===== config.mk =====
export PLATFORM = sky130hd
export DESIGN_NAME = celement_fork_fifo
export DESIGN_NICKNAME = d
export VERILOG_FILES = /design/src/rtl/celement_pkg.sv /design/src/rtl/celement_chan_hs.sv /design/src/rtl/celement_fork_fifo.sv
export SDC_FILE = /design/constraint.sdc
export NUM_CORES = 1
export LEC_CHECK = 0
export BUFFER_PORTS_ARGS = -buffer_cell sky130_fd_sc_hd__buf_2
export CAP_MARGIN = 10
export CORE_MARGIN = 2
export CORE_UTILIZATION = 55
export CTS_CLUSTER_SIZE = 30
export DETAILED_ROUTE_END_ITERATION = 10
export PLACE_DENSITY = 0.76
export SLEW_MARGIN = 20
export SYNTH_ARGS = -nofsm -noshare
export SYNTH_HDL_FRONTEND = slang
export SYNTH_SLANG_ARGS = --single-unit

===== constraint.sdc =====
create_clock -name CLK -period 7.4 [get_ports CLK]
set_input_delay 1.11 -clock CLK [delete_from_list [all_inputs] [get_ports CLK]]
set_output_delay 1.11 -clock CLK [all_outputs]
set_load 0.005 [all_outputs]

===== src/rtl/celement_pkg.sv =====
// Shared types for the clocked C-element fork FIFO: FSM encodings, default
// geometry, a buffer entry layout and a constant clog2 helper.
package celement_pkg;

  localparam int W_DEFAULT     = 8;
  localparam int DEPTH_DEFAULT = 4;
  localparam int NCH_DEFAULT   = 2;

  typedef enum logic {
    IN_IDLE = 1'b0,
    IN_ACK  = 1'b1
  } in_state_e;

  typedef enum logic [1:0] {
    CH_IDLE = 2'd0,
    CH_REQ  = 2'd1,
    CH_RTZ  = 2'd2,
    CH_DONE = 2'd3
  } ch_state_e;

  // Buffer entry at the default geometry; the top builds a width-matched copy.
  typedef struct packed {
    logic [NCH_DEFAULT-1:0] mask;
    logic [W_DEFAULT-1:0]   data;
  } entry_t;

  function automatic int clog2(input int value);
    int r;
    r = 0;
    while ((1 << r) < value) r = r + 1;
    return r;
  endfunction

endpackage


===== src/rtl/celement_chan_hs.sv =====
// One output channel's 4-phase handshake: request, return-to-zero, then wait
// in DONE until every channel of the current token has finished.
module celement_chan_hs
  import celement_pkg::*;
(
  input  logic clk_i,
  input  logic rst_ni,
  input  logic launch_i,
  input  logic sel_i,
  input  logic retire_i,
  input  logic ack_i,
  output logic send_o,
  output logic idle_o,
  output logic done_o
);

  ch_state_e state_q, state_d;

  always_ff @(posedge clk_i or negedge rst_ni) begin
    if (!rst_ni) state_q <= CH_IDLE;
    else         state_q <= state_d;
  end

  always_comb begin
    state_d = state_q;
    case (state_q)
      CH_IDLE: if (launch_i) state_d = sel_i ? CH_REQ : CH_DONE;
      CH_REQ:  if (ack_i)    state_d = CH_RTZ;
      CH_RTZ:  if (!ack_i)   state_d = CH_DONE;
      CH_DONE: if (retire_i) state_d = CH_IDLE;
      default:               state_d = CH_IDLE;
    endcase
  end

  assign send_o = (state_q == CH_REQ);
  assign idle_o = (state_q == CH_IDLE);
  assign done_o = (state_q == CH_DONE);

endmodule


===== src/rtl/celement_fork_fifo.sv =====
// Token buffer with a 4-phase input port that forks each head token to the
// output channels selected by its mask; an all-zero mask drops the token.
module celement_fork_fifo
  import celement_pkg::*;
#(
  parameter int W     = W_DEFAULT,
  parameter int DEPTH = DEPTH_DEFAULT,
  parameter int NCH   = NCH_DEFAULT
) (
  input  logic                  CLK,
  input  logic                  RESETN,
  input  logic                  LOPEN,
  input  logic                  SENDIN,
  input  logic [NCH-1:0]        EXBIN,
  input  logic [W-1:0]          DATAIN,
  output logic                  ACKOUT,
  output logic [NCH-1:0]        SENDOUT,
  output logic [W-1:0]          DATAOUT,
  input  logic [NCH-1:0]        ACKIN,
  output logic                  CP,
  output logic [clog2(DEPTH):0] COUNT
);

  localparam int AW = clog2(DEPTH);
  localparam int CW = AW + 1;

  typedef struct packed {
    logic [NCH-1:0] mask;
    logic [W-1:0]   data;
  } fifo_entry_t;

  fifo_entry_t   mem_q [DEPTH];
  fifo_entry_t   head;
  logic [AW-1:0] wr_ptr_q, wr_ptr_d, rd_ptr_q, rd_ptr_d;
  logic [CW-1:0] count_q, count_d;
  in_state_e     in_state_q, in_state_d;
  logic          cp_q;

  logic          push, pop, full, head_valid;
  logic          start_ok, launch, drop_pop, retire_pop;
  logic [NCH-1:0] chan_idle, chan_done;

  assign full       = (count_q == CW'(DEPTH));
  assign head_valid = (count_q != '0);
  assign head       = mem_q[rd_ptr_q];

  // Input side: a full buffer leaves SENDIN pending even on a popping edge.
  always_comb begin
    in_state_d = in_state_q;
    push       = 1'b0;
    case (in_state_q)
      IN_IDLE: begin
        if (SENDIN && !full) begin
          push       = 1'b1;
          in_state_d = IN_ACK;
        end
      end
      IN_ACK:  if (!SENDIN) in_state_d = IN_IDLE;
      default: in_state_d = IN_IDLE;
    endcase
  end

  always_ff @(posedge CLK) begin
    if (push) mem_q[wr_ptr_q] <= {EXBIN, DATAIN};
  end

  // A new token only starts once every channel has returned to idle.
  assign start_ok   = head_valid && LOPEN && (&chan_idle);
  assign launch     = start_ok && (|head.mask);
  assign drop_pop   = start_ok && !(|head.mask);
  assign retire_pop = &chan_done;
  assign pop        = drop_pop || retire_pop;

  for (genvar gi = 0; gi < NCH; gi++) begin : g_chan
    celement_chan_hs u_chan (
      .clk_i    (CLK),
      .rst_ni   (RESETN),
      .launch_i (launch),
      .sel_i    (head.mask[gi]),
      .retire_i (retire_pop),
      .ack_i    (ACKIN[gi]),
      .send_o   (SENDOUT[gi]),
      .idle_o   (chan_idle[gi]),
      .done_o   (chan_done[gi])
    );
  end

  always_comb begin
    wr_ptr_d = push ? wr_ptr_q + AW'(1) : wr_ptr_q;
    rd_ptr_d = pop  ? rd_ptr_q + AW'(1) : rd_ptr_q;
    count_d  = count_q + CW'(push) - CW'(pop);
  end

  always_ff @(posedge CLK or negedge RESETN) begin
    if (!RESETN) begin
      in_state_q <= IN_IDLE;
      wr_ptr_q   <= '0;
      rd_ptr_q   <= '0;
      count_q    <= '0;
      cp_q       <= 1'b0;
    end else begin
      in_state_q <= in_state_d;
      wr_ptr_q   <= wr_ptr_d;
      rd_ptr_q   <= rd_ptr_d;
      count_q    <= count_d;
      cp_q       <= pop;
    end
  end

  assign ACKOUT  = (in_state_q == IN_ACK);
  assign CP      = cp_q;
  assign COUNT   = count_q;
  assign DATAOUT = head_valid ? head.data : '0;

endmodule


==> impl_results.md, run 1 <==
* Status: complete, no violations
* Gpl congestion at 0.8338
* Setup violations, final at 0
* Unrepaired setup endpoints after global routing: no
* Hold Path Stages at 1
* HPWL Detailed at 2563 µm
* Ports at 31
* Core area at 0.004086 mm²
* Cts hold-fix bufs at 0
* Worst Path Max Fanout at 12
* Row cnt at 23
* Grt met2 use at 29.84%
* Grt peak-use layer: met2
* Initial antenna violation count at 0
* Reg2reg start: rd_ptr_q[0]
* Register bit total from synthesis at 53
* Worst skew pair latency at 0.30 ns
* 1st-iter DRT viols at 57
* Total grt overflow at 0
* Reg clk slew, reported paths at 0.09 ns
* R2R depth at 9
* Fillers at 297
* Worst hold start: ACKOUT
* Arr. time, crit path at 3.38 ns
* Wire length of the first global-routing pass at 5920 µm
* Nets at 206
* Measured slew at the worst slew-check pin at 0.6926 ns
* Syn. warnings at 0
* Final period util at 42.69%
* Max-cap violations at 0
* Synth cell types at 28
* Slew Viols, Final at 0
* Drt drc at 0
* Crit Reg-Reg Endpoint: COUNT[2]
* Hold Vio Cnt, Final at 0
* Final wirelength at 3618 µm
* Die width at 69.83 µm
* Synth area leaders: edfxtp_1 (50%), dfrtp_1 (14%), mux4_2 (9.4%)
* Largest net degree at the start of global routing at 19
* Syn nets at 175
* Routed vias at 1221
* Die Y at 69.83 µm
* Worst hold-check path type: reg -> reg
* Inst Count DP at 216
* R2R setup slack at 4.24 ns
* Post-synthesis async set-or-reset flop share at 24.53%
* F_max at 316.5 MHz
* Maximum VDD drop at 0.1992 mV
* Clock Tree Buf Depth at 2
* Synth area leader: edfxtp_1
* M3 GR Usage at 4.070%
* Commonest register cell after synthesis: edfxtp_1
* Commonest cells after routing, fill and taps aside: edfxtp_1 (40), buf_2 (30), ha_1 (16), dfrtp_1 (13), and2_1 (12)
* Post-CTS Resized at 0
* Leakage Power at 0.001068 µW
* DRT Pass-1 Iters at 4
* Htree depth at 2
* Pwr per Cell Area at 366.6 mW/mm²
* Crit end category: register
* N_diodes at 0
* CP startpoint kind: register
* Initial core utilization at 58.33%
* Most common cell after layout, fill and taps aside: edfxtp_1
* M1 GR Usage at 18.37%
* Routed Antenna Nets at 0
* Kind of critical path: reg -> reg
* Post-Route Setup TNS at 0 ns
* Buffers on Ports at 30
* EDFF count, synth at 40
* Die ar. at 0.004876 mm²
* TritonCTS clock tree: yes
* Drt wl/cell at 16.15 µm
* Area Growth Syn to Fin at 11.50%
* Required time worst endpoint at 7.62 ns
* Final cell count without fillers at 224
* Layout cells sized above 1 at 29.89%
* Total setup buffers inserted after CTS at 0
* Synth Area per Inst at 16.79 µm²
* Hold endpoint: ACKOUT
* Cell chosen for the clock root: clkbuf_8
* Clk_skew at 0.005632 ns
* Number of global-route vias before repair at 1268
* Post-Syn Area at 0.002384 mm²
* GRT Total Usage at 16.50%
* Post-layout min period at 3.159 ns
* Via density at 5.451
* Worst relative slew slack at 53.82%
* CTS Buf Count at 5
* Sequential element share of the synthesized area at 64.04%
* Clock sinks at 53
* Cells after Synth at 142
* Yosys top cell area share at 50.39%
[metrics by stage]
stage | setup WS [ns] | cell area (µm²) | power (µW) | hold WS [ns] | util, %
floorplan | 4.548 | 2384 | 720.9 | 0.5016 | -
global placement | 4.287 | 2564 | 805.3 | 0.4855 | 62.74
detailed placement | 4.179 | 2564 | 828.8 | 0.4927 | 62.74
CTS | 4.168 | 2658 | 990.7 | 0.5184 | 65.03
global route | 3.951 | 2658 | 1050 | 0.5546 | 65.03
finish | 4.241 | 2658 | 974.2 | 0.5124 | 65.03
[cells in the mapped netlist, drive strengths merged (4+ instances only)]
| library cell | number |
|---|---|
| edfxtp | 40 |
| and2 | 12 |
| mux2 | 4 |
| inv | 11 |
| mux4 | 10 |
| dfrtp | 13 |
| buf | 4 |
| ha | 16 |
| xnor2 | 4 |
| nor2 | 5 |
[power by group]
| group | leakage, µW | internal, µW | total [µW] | switching (µW) |
|---|---|---|---|---|
| clock network | 0.0000452 | 68.9 | 160 | 91.3 |
| logic | 0.000506 | 193 | 364 | 171 |
| registers | 0.000517 | 385 | 450 | 64.8 |
[layout make-up]
type	instances	area, µm²	share of cell area (%)
flip-flops and latches	53	1526	57.44
multi-input cells	72	783.3	29.47
repair buffers	30	150.1	5.650
clock buffers	5	68.82	2.589
well taps	50	62.56	2.354
inverters	11	41.29	1.554
clock inverters	3	25.02	0.9416
[layer usage]
layer / share of wire (%) / routed length [µm]
met1: 41 / 1468
met2: 55 / 1986
met3: 3.1 / 111
met4: 1.5 / 53
met5: 0 / 0
[worst max path at each step]
| stage | end | slack, ns | cells after the start | from |
|---|---|---|---|---|
| floorplan | COUNT[2] | 4.55 | 9 | LOPEN |
| global placement | COUNT[2] | 4.29 | 9 | rd_ptr_q[0] |
| detailed placement | COUNT[2] | 4.18 | 9 | rd_ptr_q[0] |
| CTS | COUNT[2] | 4.17 | 9 | rd_ptr_q[0] |
| global route | COUNT[2] | 3.95 | 9 | rd_ptr_q[0] |
| finish | COUNT[2] | 4.24 | 9 | rd_ptr_q[0] |
[flip-flops by register name (all words and copies together) (netlist names)]
| name | cells |
|---|---|
| ACKOUT | 1 |
| COUNT | 3 |
| CP | 1 |
| g_chan.u_chan.state_q | 4 |
| mem_q | 40 |
| rd_ptr_q | 2 |
| wr_ptr_q | 2 |
[critical path: stages (launching register included)]
cell	delay, ns
dfrtp_1	0.80
mux4_2	0.65
o41ai_4	0.40
ha_1	0.30
inv_1	0.05
ha_1	0.13
inv_1	0.05
fa_1	0.38
xnor2_1	0.19
xnor2_1	0.14
[logic make-up (layout without fill, tap and decap cells)]
kind of cell             count (synthesis)  after routing  synth area share [%]
AO/OA/AOI/OAI                            8              8                 3.464
AND/OR/NAND/NOR                         25             25                 5.722
flip-flops                              53             53                 64.04
XOR/XNOR                                 5              5                 1.837
multiplexers                            17             17                 12.60
buffers and inverters                   17             49                 3.097
adder cells (fa/ha/maj)                 17             17                 9.239
Power figures use the tool's default switching activity.
==> run 2: changes to the inputs <==
==> constraint.sdc (replaced) <==
create_clock -name CLK -period 3.1 [get_ports CLK]
set_input_delay 0.465 -clock CLK [delete_from_list [all_inputs] [get_ports CLK]]
set_output_delay 0.465 -clock CLK [all_outputs]
set_load 0.005 [all_outputs]
==> impl_results.md, run 2 (same netlist as run 1, synthesis figures left out) <==
* Die ar. at 0.004876 mm² (unchanged)
* Fillers at 295 (-0.67%)
* Layout cells sized above 1 at 30.68% (+0.80 points)
* Status: complete, no violations
* CP startpoint kind: register
* Total grt overflow at 0 (unchanged)
* Worst hold-check path type: in -> async
* CTS Buf Count at 5 (unchanged)
* N_diodes at 0 (unchanged)
* Uppermost layer routed: met4
* Cts hold-fix bufs at 0 (unchanged)
* Post-layout min period at 2.729 ns (-0.4307 ns)
* Row cnt at 23 (unchanged)
* Most common cell after layout, fill and taps aside: edfxtp_1
* Most flops, register: mem_q
* Initial antenna violation count at 0 (unchanged)
* Clock Tree Buf Depth at 2 (unchanged)
* Pwr per Cell Area at 903.8 mW/mm² (+150%)
* Routed Antenna Nets at 0 (unchanged)
* Reg clk slew, reported paths at 0.09 ns (about the same)
* Slew Viols, Final at 0 (unchanged)
* Largest net degree at the start of global routing at 18 (-1)
* Worst hold slack at 0.04654 ns (-0.4659 ns)
* Via density at 5.305 (-2.7%)
* Crit end category: register
* Post-Route Setup TNS at 0 ns (unchanged)
* Gpl congestion at 0.7748 (-7.1%)
* Post-CTS Resized at 0 (unchanged)
* Measured slew at the worst slew-check pin at 0.5689 ns (-0.1237 ns)
* Clk_skew at 0.004557 ns (-0.001075 ns)
* Worst skew pair latency at 0.29 ns (about the same)
* Wire length on met2 at 2008 µm (+1.1%)
* Final period util at 88.02% (+45 points)
* Total setup buffers inserted after CTS at 0 (unchanged)
* Worst Path Max Fanout at 4 (-8)
* Initial core utilization at 58.33% (unchanged)
* Required time worst endpoint at 3.32 ns (-4.30 ns)
* Kind of critical path: reg -> reg
* HPWL Detailed at 2701 µm (+5.4%)
* WL met1 at 1631 µm (+11%)
* Area Growth Syn to Fin at 12.91%
* Setup violations, final at 0 (unchanged)
* Htree depth at 2 (unchanged)
* 1st-iter DRT viols at 54 (-5.3%)
* Met3 Wirelength at 128 µm (+15%)
* Core area at 0.004086 mm² (unchanged)
* Arr. time, crit path at 2.95 ns (-0.43 ns)
* Maximum VDD drop at 0.5092 mV (+160%)
* Hold Vio Cnt, Final at 0 (unchanged)
* Worst relative slew slack at 62.07% (+8.2 points)
* Die Y at 69.83 µm (unchanged)
* Ports at 31 (unchanged)
* Cell chosen for the clock root: clkbuf_8
* Leakage Power at 0.001091 µW (+2.2%)
* Clock sinks at 53 (unchanged)
* Routed vias at 1199 (-1.8%)
* Dpl cell area at 0.002579 mm² (+0.59%)
* Wire length of the first global-routing pass at 6465 µm (+9.2%)
* Buffers on Ports at 30 (unchanged)
* Drt drc at 0 (unchanged)
* Die width at 69.83 µm (unchanged)
* Flip-flop count of the largest register after layout at 40 (unchanged)
* Number of global-route vias before repair at 1313 (+3.5%)
* Nets at 208 (+0.97%)
* Commonest cells after routing, fill and taps aside: edfxtp_1 (40), buf_2 (30), ha_1 (16), dfrtp_1 (13), and2_1 (12)
* Final wirelength at 3800 µm (+5.0%)
* F_max at 366.5 MHz (+16%)
* Final Util at 65.86% (+0.83 points)
* DRT Pass-1 Iters at 4 (unchanged)
* Fin area at 0.002691 mm² (+1.3%)
* GRT Total Usage at 17.49% (+0.99 points)
* Drt wl/cell at 16.81 µm (+4.1%)
* TritonCTS clock tree: yes
* Unrepaired setup endpoints after global routing: no
* Max-cap violations at 0 (unchanged)
==> run 2: path summary, 6_finish.rpt <==
check | cells past startpoint | slack, ns | start | endpoint
hold reg to reg | 1 | 0.52 | ACKOUT | ACKOUT
min in group CLK | 1 | 0.37 | DATAIN[5] | mem_q[2][5]
setup reg to reg | 9 | 0.37 | rd_ptr_q[0] | COUNT[2]
setup / recovery | 9 | 0.37 | rd_ptr_q[0] | COUNT[2]
hold / removal | 1 | 0.05 | RESETN | ACKOUT
max in group asynchronous | 1 | 2.82 | RESETN | CP
==> run 2: power breakdown <==
part / total, µW / switching, µW / internal [µW] / leakage (µW)
registers: 1030 / 108 / 921 / 0.000517
logic: 949 / 471 / 478 / 0.000515
clock network: 454 / 212 / 242 / 0.0000585
total: 2430 / 792 / 1640 / 0.00109
==> run 2: cell type report <==
class,instances,area (µm²),share of cell area (%)
timing repair buffer,32,165.2,6.137
tap,50,62.56,2.325
sequential,53,1526,56.72
inverter,11,41.29,1.534
clock buffer,5,68.82,2.557
multi-input combinational,72,783.3,29.10
clock inverter,3,43.79,1.627
==> run 2: critical path, cell delays in order, from the launching register on <==
cell	delay, ns
dfrtp_1	0.42
mux4_2	0.58
o41ai_4	0.40
ha_1	0.30
inv_1	0.05
ha_1	0.13
inv_1	0.05
fa_1	0.38
xnor2_1	0.20
xnor2_1	0.15
==> run 2: metrics by stage <==
| stage | power [µW] | worst slack, ns | std cells |
|---|---|---|---|
| final | 2432 | 0.3713 | 226 |
| after CTS | 2463 | 0.3799 | 226 |
| after global routing | 2599 | 0.2230 | 226 |
| after floorplan | 1721 | 0.5375 | 142 |
| after global placement | 1944 | 0.4740 | 218 |
| after detailed placement | 2006 | 0.3961 | 218 |
==> run 2: metal layers <==
metal  vias up  GRT usage (%)
met5         -              0
met2        24          30.79
met4         0          5.128
met3         4          3.779
met1       595          21.73
li1        576              -
==> run 3: changes to the inputs <==
--- a/config.mk
+++ b/config.mk
@@ -16,3 +16,4 @@
 export SYNTH_ARGS = -nofsm -noshare
 export SYNTH_HDL_FRONTEND = slang
 export SYNTH_SLANG_ARGS = --single-unit
+export TNS_END_PERCENT = 5
==> constraint.sdc (replaced) <==
create_clock -name CLK -period 3.2 [get_ports CLK]
set_input_delay 0.48 -clock CLK [delete_from_list [all_inputs] [get_ports CLK]]
set_output_delay 0.48 -clock CLK [all_outputs]
set_load 0.005 [all_outputs]
==> impl_results.md, run 3 (same netlist as run 1, synthesis figures left out) <==
* Number of global-route vias before repair at 1362 (+3.7%)
* F_max at 351.6 MHz (-4.1%)
* Total grt overflow at 0 (unchanged)
* Status: complete, no violations
* Total setup buffers inserted after CTS at 0 (unchanged)
* Final wirelength at 3884 µm (+2.2%)
* Core area at 0.004086 mm² (unchanged)
* Ports at 31 (unchanged)
* Die ar. at 0.004876 mm² (unchanged)
* Final period util at 88.89% (+0.87 points)
* Maximum VDD drop at 0.4300 mV (-16%)
* Worst hold slack at 0.04689 ns (+0.0003445 ns)
* Setup violations, final at 0 (unchanged)
* Reg clk slew, reported paths at 0.10 ns (about the same)
* Post-Route Setup TNS at 0 ns (unchanged)
* Post-CTS Resized at 0 (unchanged)
* Measured slew at the worst slew-check pin at 0.5592 ns (-0.009698 ns)
* Leakage Power at 0.001070 µW (-1.9%)
* Routed Antenna Nets at 0 (unchanged)
* Most flops, register: mem_q
* Drt wl/cell at 17.26 µm (+2.7%)
* Row cnt at 23 (unchanged)
* Largest net degree at the start of global routing at 19 (+1)
* Flip-flop count of the largest register after layout at 40 (unchanged)
* Nets at 207 (-0.48%)
* Clock sinks at 53 (unchanged)
* Die width at 69.83 µm (unchanged)
* DRT Pass-1 Iters at 4 (unchanged)
* Kind of critical path: reg -> reg
* Initial core utilization at 58.33% (unchanged)
* Crit end category: register
* Clk_skew at 0.006920 ns (+0.002364 ns)
* Worst hold-check path type: in -> async
* Wire length of the first global-routing pass at 6499 µm (+0.53%)
* Crit-path leading delay family: adder cells
* Cts hold-fix bufs at 0 (unchanged)
* Critical Path Start: rd_ptr_q[1]
* Layout cells sized above 1 at 30.29% (-0.40 points)
* Worst skew pair latency at 0.30 ns (about the same)
* Hold Vio Cnt, Final at 0 (unchanged)
* Htree depth at 2 (unchanged)
* End of the critical path: COUNT[2]
* Area Growth Syn to Fin at 11.86%
* Pre-CTS setup slack at 0.3435 ns (-0.05262 ns)
* Post-layout min period at 2.844 ns (+0.1157 ns)
* R2R depth at 9 (unchanged)
* CTS Buf Count at 5 (unchanged)
* Fillers at 301 (+2.0%)
* R2R setup slack at 0.36 ns (-0.02 ns)
* Pwr per Cell Area at 857.5 mW/mm² (-5.1%)
* Slowest stage delay, CP at 0.67 ns (+0.09 ns)
* HPWL Detailed at 2797 µm (+3.6%)
* Slew Viols, Final at 0 (unchanged)
* Crit Reg-Reg Endpoint: COUNT[2]
* Arr. time, crit path at 3.07 ns (+0.12 ns)
* N_diodes at 0 (unchanged)
* Commonest cells after routing, fill and taps aside: edfxtp_1 (40), buf_2 (30), ha_1 (16), dfrtp_1 (13), and2_1 (12)
* GRT Total Usage at 17.61% (+0.12 points)
* Unrepaired setup endpoints after global routing: no
* Routed vias at 1227 (+2.3%)
* Cell chosen for the clock root: clkbuf_8
* Via density at 5.453 (+2.8%)
* Worst relative slew slack at 62.72% (+0.65 points)
* Max-cap violations at 0 (unchanged)
* Reg2reg start: rd_ptr_q[1]
* Critical path depth in cells at 9 (unchanged)
* Clock Tree Buf Depth at 2 (unchanged)
* Worst path bufs/invs at 2 (unchanged)
* 1st-iter DRT viols at 41 (-24%)
* Drt drc at 0 (unchanged)
* TritonCTS clock tree: yes
* Most common cell after layout, fill and taps aside: edfxtp_1
* CP max-delay cell: dfrtp_1
* Post-route worst setup slack at 0.3555 ns (-0.01574 ns)
* Final Util at 65.25% (-0.61 points)
* CP startpoint kind: register
* Die Y at 69.83 µm (unchanged)
* Initial antenna violation count at 0 (unchanged)
* Buffers on Ports at 30 (unchanged)
* Gpl congestion at 0.7844 (+1.2%)
* CP Cell Sequence: mux4_2, o41ai_4, ha_1, inv_1, ha_1, inv_1, fa_1, xnor2_1, xnor2_1
* Worst Path Max Fanout at 11 (+7)
* Required time worst endpoint at 3.42 ns (+0.10 ns)
==> run 3: cell count changes in the layout (fill, tap and decap cells not counted), sizes merged <==
cell      previous run  this run
buf                 32        31
bufinv               1         0
clkinv               1         0
clkinvlp             0         2
==> run 3: worst min path at each step <==
stage               startpoint                     endpoint  slack [ns]  depth (start not counted)
finish                  RESETN  g_chan[1].u_chan.state_q[1]        0.05                          1
floorplan               RESETN                       ACKOUT        0.18                          0
global placement        RESETN                  wr_ptr_q[0]        0.38                          1
global route            RESETN  g_chan[1].u_chan.state_q[1]        0.06                          1
detailed placement      RESETN                  wr_ptr_q[1]        0.39                          1
CTS                     RESETN  g_chan[1].u_chan.state_q[1]        0.05                          1
==> run 3: stage by stage <==
stage,cell area (µm²),std cells,total power (µW)
after global placement,2571,217,1873
after CTS,2666,225,2318
after detailed placement,2571,217,1937
final,2666,225,2286
after global routing,2666,225,2453
after floorplan,2384,142,1667
==> run 3: report_power, final <==
group          leakage [µW]  total, µW  switching [µW]  internal, µW
Sequential         0.000517       1010             122           892
Combinational      0.000510        890             435           456
Clock             0.0000423        382             223           159
==> run 3: routing by layer <==
metal  part of all wire, %  up-vias  global-route usage (%)  routed length, µm
met4                   1.5        0                   7.051                 59
li1                      -      578                       -                  -
met3                   4.5        6                   4.215                174
met5                     0        -                       0                  0
met1                    39      613                   20.10               1524
met2                    55       30                   31.64               2126
==> run 3: worst register-to-register path, stage by stage (launching register included) <==
cell,delay [ns]
dfrtp_1,0.67
mux4_2,0.45
o41ai_4,0.40
ha_1,0.30
inv_1,0.05
ha_1,0.13
inv_1,0.05
fa_1,0.37
xnor2_1,0.19
xnor2_1,0.15
==> run 3: final cells by class <==
| class | instances | area (µm²) | share of cell area, % |
|---|---|---|---|
| multi-input combinational | 72 | 783.3 | 29.38 |
| inverter | 11 | 41.29 | 1.549 |
| sequential | 53 | 1526 | 57.25 |
| tap | 50 | 62.56 | 2.346 |
| timing repair buffer | 31 | 157.7 | 5.913 |
| clock buffer | 5 | 68.82 | 2.581 |
| clock inverter | 3 | 26.28 | 0.9855 |
